<file path="src/rtl/fp_unpack.sv">
// IEEE-754 operand unpacker: splits a packed word into special code, sign, exponent and
// hidden-bit mantissa; subnormals are normalised one bit per cycle.

`ifndef FP_UNPACK_DEFS
`define FP_UNPACK_DEFS
`define FP16 0
`define FP32 1
`define FP64 2
`define GET_FP_LEN(fmt)       ((fmt) == `FP16 ? 16 : (fmt) == `FP64 ? 64 : 32)
`define GET_EXP_LEN(fmt)      ((fmt) == `FP16 ? 5  : (fmt) == `FP64 ? 11 : 8)
`define GET_MANTISSA_LEN(fmt) ((fmt) == `FP16 ? 10 : (fmt) == `FP64 ? 52 : 23)
`define GET_PROTECT_LEN(fmt)  3
`define ZERO 2'b00
`define INF  2'b01
`define NAN  2'b10
`endif

module fp_unpack #(
   parameter int data_format = `FP32,
   localparam int unsigned F = `GET_FP_LEN(data_format),
   localparam int unsigned E = `GET_EXP_LEN(data_format),
   localparam int unsigned M = `GET_MANTISSA_LEN(data_format),
   localparam int unsigned P = `GET_PROTECT_LEN(data_format),
   localparam int unsigned W = M + P + 1
) (
   input  logic           clk,
   input  logic           rst,
   input  logic           in_valid,
   output logic           in_ready,
   input  logic [F-1:0]   in_data,
   output logic           out_valid,
   input  logic           out_ready,
   output logic [1:0]     out_special,
   output logic           out_sign,
   output logic [E:0]     out_exp,
   output logic [W-1:0]   out_mant
);

   localparam logic [1:0]   SP_NORM   = 2'b11;
   localparam logic [E:0]   EXP_MAX   = {1'b0, {E{1'b1}}};
   localparam logic [E:0]   EXP_ONE   = (E+1)'(1);
   localparam logic [W-1:0] MANT_QNAN = W'(1) << (W - 2);

   typedef enum logic [1:0] {
      S_IDLE = 2'd0,
      S_NORM = 2'd1,
      S_OUT  = 2'd2
   } state_t;

   state_t         r_state;
   state_t         w_state_nxt;
   logic           r_valid,   w_valid_nxt;
   logic [1:0]     r_special, w_special_nxt;
   logic           r_sign,    w_sign_nxt;
   logic [E:0]     r_exp,     w_exp_nxt;
   logic [W-1:0]   r_mant,    w_mant_nxt;

   logic           w_in_sign;
   logic [E-1:0]   w_in_exp;
   logic [M-1:0]   w_in_frac;
   logic           w_exp_ones;
   logic           w_exp_zero;
   logic           w_frac_zero;
   logic           w_accept;

   state_t         w_dec_state;
   logic [1:0]     w_dec_special;
   logic           w_dec_sign;
   logic [E:0]     w_dec_exp;
   logic [W-1:0]   w_dec_mant;

   assign w_in_sign   = in_data[F-1];
   assign w_in_exp    = in_data[F-2 -: E];
   assign w_in_frac   = in_data[M-1:0];
   assign w_exp_ones  = &w_in_exp;
   assign w_exp_zero  = ~|w_in_exp;
   assign w_frac_zero = ~|w_in_frac;

   // Ready in IDLE, or in OUT when the held result is being consumed this cycle.
   assign in_ready = ~rst & ((r_state == S_IDLE) | ((r_state == S_OUT) & out_ready));
   assign w_accept = in_valid & in_ready;

   // Field decode of the incoming word; subnormals start at exp 1 with no hidden bit.
   always_comb begin
      w_dec_state   = S_OUT;
      w_dec_special = SP_NORM;
      w_dec_sign    = w_in_sign;
      w_dec_exp     = {1'b0, w_in_exp};
      w_dec_mant    = {1'b1, w_in_frac, {P{1'b0}}};
      if (w_exp_ones) begin
         w_dec_exp = EXP_MAX;
         if (w_frac_zero) begin
            w_dec_special = `INF;
            w_dec_mant    = '0;
         end else begin
            w_dec_special = `NAN;
            w_dec_sign    = 1'b0;
            w_dec_mant    = MANT_QNAN;
         end
      end else if (w_exp_zero) begin
         if (w_frac_zero) begin
            w_dec_special = `ZERO;
            w_dec_exp     = '0;
            w_dec_mant    = '0;
         end else begin
            w_dec_state = S_NORM;
            w_dec_exp   = EXP_ONE;
            w_dec_mant  = {1'b0, w_in_frac, {P{1'b0}}};
         end
      end
   end

   // Next-state and next-output logic.
   always_comb begin
      w_state_nxt   = r_state;
      w_valid_nxt   = r_valid;
      w_special_nxt = r_special;
      w_sign_nxt    = r_sign;
      w_exp_nxt     = r_exp;
      w_mant_nxt    = r_mant;
      case (r_state)
         S_IDLE: begin
            if (w_accept) begin
               w_state_nxt   = w_dec_state;
               w_valid_nxt   = (w_dec_state == S_OUT);
               w_special_nxt = w_dec_special;
               w_sign_nxt    = w_dec_sign;
               w_exp_nxt     = w_dec_exp;
               w_mant_nxt    = w_dec_mant;
            end
         end
         S_NORM: begin
            w_mant_nxt = {r_mant[W-2:0], 1'b0};
            w_exp_nxt  = r_exp - EXP_ONE;
            if (r_mant[W-2]) begin
               w_state_nxt = S_OUT;
               w_valid_nxt = 1'b1;
            end
         end
         S_OUT: begin
            if (out_ready) begin
               if (w_accept) begin
                  w_state_nxt   = w_dec_state;
                  w_valid_nxt   = (w_dec_state == S_OUT);
                  w_special_nxt = w_dec_special;
                  w_sign_nxt    = w_dec_sign;
                  w_exp_nxt     = w_dec_exp;
                  w_mant_nxt    = w_dec_mant;
               end else begin
                  w_state_nxt = S_IDLE;
                  w_valid_nxt = 1'b0;
               end
            end
         end
         default: begin
            w_state_nxt = S_IDLE;
            w_valid_nxt = 1'b0;
         end
      endcase
   end

   always_ff @(posedge clk) begin
      if (rst) begin
         r_state   <= S_IDLE;
         r_valid   <= 1'b0;
         r_special <= `ZERO;
         r_sign    <= 1'b0;
         r_exp     <= '0;
         r_mant    <= '0;
      end else begin
         r_state   <= w_state_nxt;
         r_valid   <= w_valid_nxt;
         r_special <= w_special_nxt;
         r_sign    <= w_sign_nxt;
         r_exp     <= w_exp_nxt;
         r_mant    <= w_mant_nxt;
      end
   end

   assign out_valid   = r_valid;
   assign out_special = r_special;
   assign out_sign    = r_sign;
   assign out_exp     = r_exp;
   assign out_mant    = r_mant;

endmodule

</file>
<file path="config.mk">
export PLATFORM = sky130hd
export DESIGN_NAME = fp_unpack
export DESIGN_NICKNAME = d
export VERILOG_FILES = /design/src/rtl/fp_unpack.sv
export SDC_FILE = /design/constraint.sdc
export NUM_CORES = 1
export LEC_CHECK = 0
export ABC_AREA = 1
export CORE_UTILIZATION = 25
export CTS_BUF_LIST = sky130_fd_sc_hd__clkbuf_8
export DETAILED_ROUTE_END_ITERATION = 10
export DONT_BUFFER_PORTS = 1
export GPL_TIMING_DRIVEN = 0
export PLACE_DENSITY = 0.45
export SYNTH_ARGS = -nofsm -noshare
export SYNTH_HDL_FRONTEND = slang
export SYNTH_SLANG_ARGS = --single-unit
</file>
<file path="constraint.sdc">
create_clock -name clk -period 1.5 [get_ports clk]
set_input_delay 0.3 -clock clk [delete_from_list [all_inputs] [get_ports clk]]
set_output_delay 0.3 -clock clk [all_outputs]
set_load 0.02 [all_outputs]
</file>
* Yosys cells after proc, flatten, opt, wreduce, memory -nomap -nowiden
Cells that the tools add are included.
** Word-level totals
- Bits in registers :: 42
- Bits of input ports :: 36
- Output and inout bits :: 41
- Word-level logic and storage cells :: 65
** Operators by class
- $add $sub $neg :: 1
- Equality and inequality tests :: 6
- Muxes and demuxes :: 38
- Bitwise operators :: 5
- Reductions and logical operators :: 9
** Operators by type and width (count)
- 2-to-1 mux 27 bit :: 4
- one-hot mux 27 bit (3 select lines) :: 1
- 2-to-1 mux 26 bit :: 2
- one-hot mux 9 bit (3 select lines) :: 1
- 2-to-1 mux 2 bit :: 13
- OR reduction 23 bit :: 1
- 2-to-1 mux 9 bit :: 2
- 2-to-1 mux 8 bit :: 2
- 2-to-1 mux 1 bit :: 9
- subtractor 9 x 1 -> 9 bit (second input constant) :: 1
- AND reduction 8 bit :: 1
- OR reduction 8 bit :: 1
- inequality test 2 bit (second input constant) :: 3
- one-hot mux 2 bit (3 select lines) :: 1
- == test 2 bit (second input constant) :: 2
- one-hot mux 2 bit (2 select lines) :: 1
- AND reduction 2 bit :: 2
- bitwise AND 1 bit :: 3
- one-hot mux 1 bit (3 select lines) :: 1
- AND reduction 3 bit :: 1
- nonzero test 3 bit :: 1
- == test 2 x 1 -> 1 bit (second input constant) :: 1
- zero test 2 bit :: 1
- one-hot mux 1 bit (2 select lines) :: 1
- other kinds (3) :: 3

* Logic depth before layout (Yosys ltp)
- Depth in word-level cells :: 8
- Depth in mapped cells :: 9
- Depth with buffers taken out :: 9

* Least setup slack after synthesis
Ideal clock, no wire load.
- Path kind :: register to register
- Start point :: reg r_exp[0], in the netlist out_exp[0]
- End point :: reg r_exp[4], in the netlist out_exp[4]
- Setup time :: 0.116 ns
- Arrival time :: 1.199 ns
- Slack :: 0.185 ns
- Stages on the path, launching flop included :: 9
- Buffers on the path :: 0
- Period minus slack after synthesis :: 1.315 ns
- Cells stage by stage :: dfxtp_1 -> inv_1 -> ha_1 -> nand4_1 -> nand2_1 -> nand2_1 -> nand3_1 -> o211ai_1 -> inv_1
** On the way
- Word-level cells in the longest chain between the ends :: 2
** Ends and longest elaborated chain
- from (decl) :: RTL line 55 : logic [E:0] r_exp, w_exp_nxt;
- from (signal assigned) :: RTL line 175 : r_exp <= w_exp_nxt;
- subtractor 9 x 1 -> 9 bit :: RTL line 134 : w_exp_nxt = r_exp - EXP_ONE;
- one-hot mux 9 bit (3 select lines) :: RTL line 121 : case (r_state)
No other way between the ends.
A chain may end at the register's enable or synchronous reset.

* Worst setup path after layout
- Start point :: reg r_state[0]
- End point :: reg r_mant[9], in the netlist out_mant[9]
** On the way
- Word-level cells in the longest chain between the ends :: 8
- Elaborated cells between the ends (all ways) :: 13
- Classes of those cells :: eq/ne: 3; mux: 3; bitwise: 4; reduce/logical: 3
** Ends and longest elaborated chain
- from (decl) :: RTL line 50 : state_t r_state;
- from (signal assigned) :: RTL line 171 : r_state <= w_state_nxt;
- == test 2 bit :: RTL line 80, 121
- bitwise AND 1 bit :: RTL line 80 : assign in_ready = ~rst & ((r_state == S_IDLE) | ((r_state == S_OUT) & out_ready));
- bitwise OR 1 bit :: RTL line 80
- bitwise AND 1 bit :: RTL line 80
- bitwise AND 1 bit :: RTL line 81 : assign w_accept = in_valid & in_ready;
- 2-to-1 mux 27 bit (2 in a row)
- one-hot mux 27 bit (3 select lines) :: RTL line 121
- to (signal assigned) :: RTL line 176 : r_mant <= w_mant_nxt;
- to (decl) :: RTL line 56 : logic [W-1:0] r_mant, w_mant_nxt;
Several ways; a longest one is shown, not always the timed one. The select of a mux whose other input is x is not followed.

==> flow_metrics.tcl <==
set metrics [dict create \
    status "finished, final reports clean" \
    grt_pass1_vias 2015 \
    vias_per_cell 4.890 \
    crit_type "flop to flop" \
    whs_path_depth 1 \
    drc_errors 0 \
    crit_family "simple AND/OR/NAND/NOR gates" \
    cts_root_buffer "clkbuf_8" \
    track_usage 0.1561 \
    io_buffers 0 \
    hold_path_startpoint "rst" \
    grt_start_max_net_pins 14 \
    htree_levels 2 \
    worstPathArrival_ns 1.63 \
    drt-initial-drc-count 69 \
    r2r_cells 8 \
    preCtsSetupSlack_ns -0.07370 \
    vias 2098 \
    syn_to_final_growth_pct 16.43 \
    synth_top_area_frac 0.3714 \
    path_cells "inv_4 > nand3_4 > nand4_4 > nand2_8 > inv_4 > buf_6 > a21oi_1 > a21oi_1" \
    critPathLaunchType "flop" \
    hpwl_um 4878 \
    fin_crit_sh 0.9613 \
    ys_ff_latch 39 \
    dr.pass1.iters 4 \
    cts_tree "yes" \
    clk_path_buf_depth 2 \
    place_inst 415 \
    n_antenna_cell 0 \
    core_mm2 0.008175 \
    synthFlopType "dfxtp_1" \
    synth_edf_count 0 \
    seq_area_frac_synth 0.3714 \
    tns_ns 0 \
    tightestPinTransition_ns 0.5492 \
    rr_startpoint "r_state[0]" \
    slowest_delay_ns 0.39 \
    cts.clk_slew.worst_paths_ns 0.08 \
    clk_latency_ns 0.30 \
    post-route-util 0.2994 \
    die_x_um 93.70 \
    slew_headroom 0.6339 \
    critPathMaxFanout 10 \
    final_nets 360 \
    synth.distinct_cells 28 \
    hold_end "out_exp[2]" \
    maxCapViolations 0 \
    required_ns 1.68 \
    place_congestion 0.7986 \
    reg2reg_slack_ns 0.06 \
    hold_class "input port to flop" \
    p_per_area_mw_per_mm2 1018 \
    drive_above_1_share 0.1543 \
    synth_area_per_cell_um2 6.825 \
    gr-total-overflow 0 \
    p_total_w 0.002492 \
    finalNonFillerCells 429 \
    cts.sinks 39 \
    syn_inst 308 \
    cellLeakagePower_nw 1.031 \
    final_max_slew_viol_count 0 \
    routedWlPerCell_um 15.43 \
    crit_buf_inv 3 \
    start_util 0.2571 \
    die_area_mm2 0.008779 \
    cp-end-kind "flop" \
    period_minus_slack_ns 1.442 \
    grt_pass1_wl_um 10490 \
    skew_ns 0.008694 \
    setup_viol 0 \
    finalWorstSetupSlack_ns 0.05803 \
    placementRows 33 \
    final.fill_count 940 \
    die_height_um 93.70 \
    numCtsBuffers 5 \
    ys_warn_count 0 \
    async_reset_ff_frac 0 \
    fmax_mhz 693.5 \
    antenna_left 0 \
    syn_area_mm2 0.002102 \
    antenna_found_initial 0 \
    rsz0062_at_grt "yes" \
    crit_slowest_cell "dfxtp_2" \
    ir_drop_uv 315.3 \
    synth_area_leaders "dfxtp_1 37%, a21oi_1 13%, nand2_1 8.6%" \
    wl_um 6620 \
    io_pins 77 \
    synth_top_area_cell "dfxtp_1" \
    timing.final.hold_violations 0 \
    timing.rr.end "out_mant[9]" \
]
-- flip-flops by register name (all words and copies together) (netlist names) --
| register | flops |
|---|---|
| out_exp | 9 |
| out_mant | 24 |
| out_sign | 1 |
| out_special | 2 |
| out_valid | 1 |
| r_state | 2 |
-- layout by cell type (no fill, tap or decap), types with 2 or more instances in the layout --
cell type | netlist | routed
a21oi_1 | 55 | 55
a21oi_2 | 5 | 5
buf_2 | 4 | 4
buf_4 | 5 | 10
buf_6 | 3 | 3
clkbuf_1 | 7 | 5
clkbuf_2 | 0 | 2
clkbuf_8 | 0 | 5
conb_1 | 1 | 3
dfxtp_1 | 39 | 36
dfxtp_4 | 0 | 2
inv_1 | 18 | 17
inv_2 | 2 | 2
inv_4 | 1 | 2
nand2_1 | 48 | 48
nand3_1 | 35 | 35
nand4_1 | 5 | 5
nor2_1 | 34 | 33
nor3_1 | 3 | 2
o211ai_1 | 2 | 2
o21ai_0 | 29 | 28
o21ai_1 | 2 | 3
or2_2 | 2 | 2
-- cell families after synthesis --
logic type | synth area share
simple gates | 0.2845
buf+inv | 0.09643
flops | 0.3714
fa+ha+maj | 0.005951
other cells | 0.001784
compound gates | 0.2399
-- stage by stage --
stage                     instance area [µm²]  hold slack [ns]
final                                    2447          0.07077
after global routing                     2447          0.05586
after CTS                                2367          0.05860
after detailed placement                 2241           0.3725
after global placement                   2241           0.3721
after floorplan                          2110           0.3691
-- power breakdown --
group	leakage [nW]	total, W	switching [W]	internal (W)
registers	0.323	0.00126	0.000153	0.00111
logic	0.650	0.000325	0.000189	0.000136
clock network	0.0581	0.000908	0.000412	0.000496
-- timing repair --
item	in CTS	in global routing
buffers inserted	0	6
setup endpoints to repair	15	35
pin swaps	0	4
resized for setup	4	17
hold buffers	0	0
endpoints found under the hold margin	0	0
-- how the worst max path moves through the flow --
stage	from	endpoint	slack, ns	cells past startpoint
floorplan	out_exp[0]	out_exp[4]	0.18	8
global placement	in_data[26]	out_mant[8]	-0.09	6
detailed placement	in_data[29]	out_mant[9]	-0.07	6
CTS	r_state[1]	out_exp[6]	-0.01	8
global route	out_exp[0]	out_exp[8]	-0.03	7
finish	r_state[0]	out_mant[9]	0.06	8
-- synthesized netlist by cell type (2+ instances only) --
library cell and n:
buf_2 4, inv_2 2, nand4_1 5, nand2_1 48, a21oi_1 55, o21ai_0 29
a21oi_2 5, nand3_1 35, buf_6 3, nor2_1 34, buf_4 5, nor3_1 3
inv_1 18, or2_2 2, clkbuf_1 7, o21ai_1 2, o211ai_1 2, dfxtp_1 39
-- per-layer routing --
metal,up-vias,track usage,part of all wire
met5,-,0,0
met1,955,0.2005,0.46
met2,76,0.2439,0.44
li1,1065,-,-
met3,2,0.06068,0.10
met4,0,0.03846,0.0059
-- layout make-up --
class / instances / area, µm² / share of cell area
buffer: 20 / 135.1 / 0.05521
clock buffer: 5 / 68.82 / 0.02812
clock inverter: 3 / 43.79 / 0.01789
inverter: 21 / 83.83 / 0.03425
multi-input combinational: 230 / 1150 / 0.4698
sequential: 39 / 789.5 / 0.3226
tap: 105 / 131.4 / 0.05368
timing repair buffer: 6 / 45.04 / 0.01840
(Power assumes the default switching activity.)
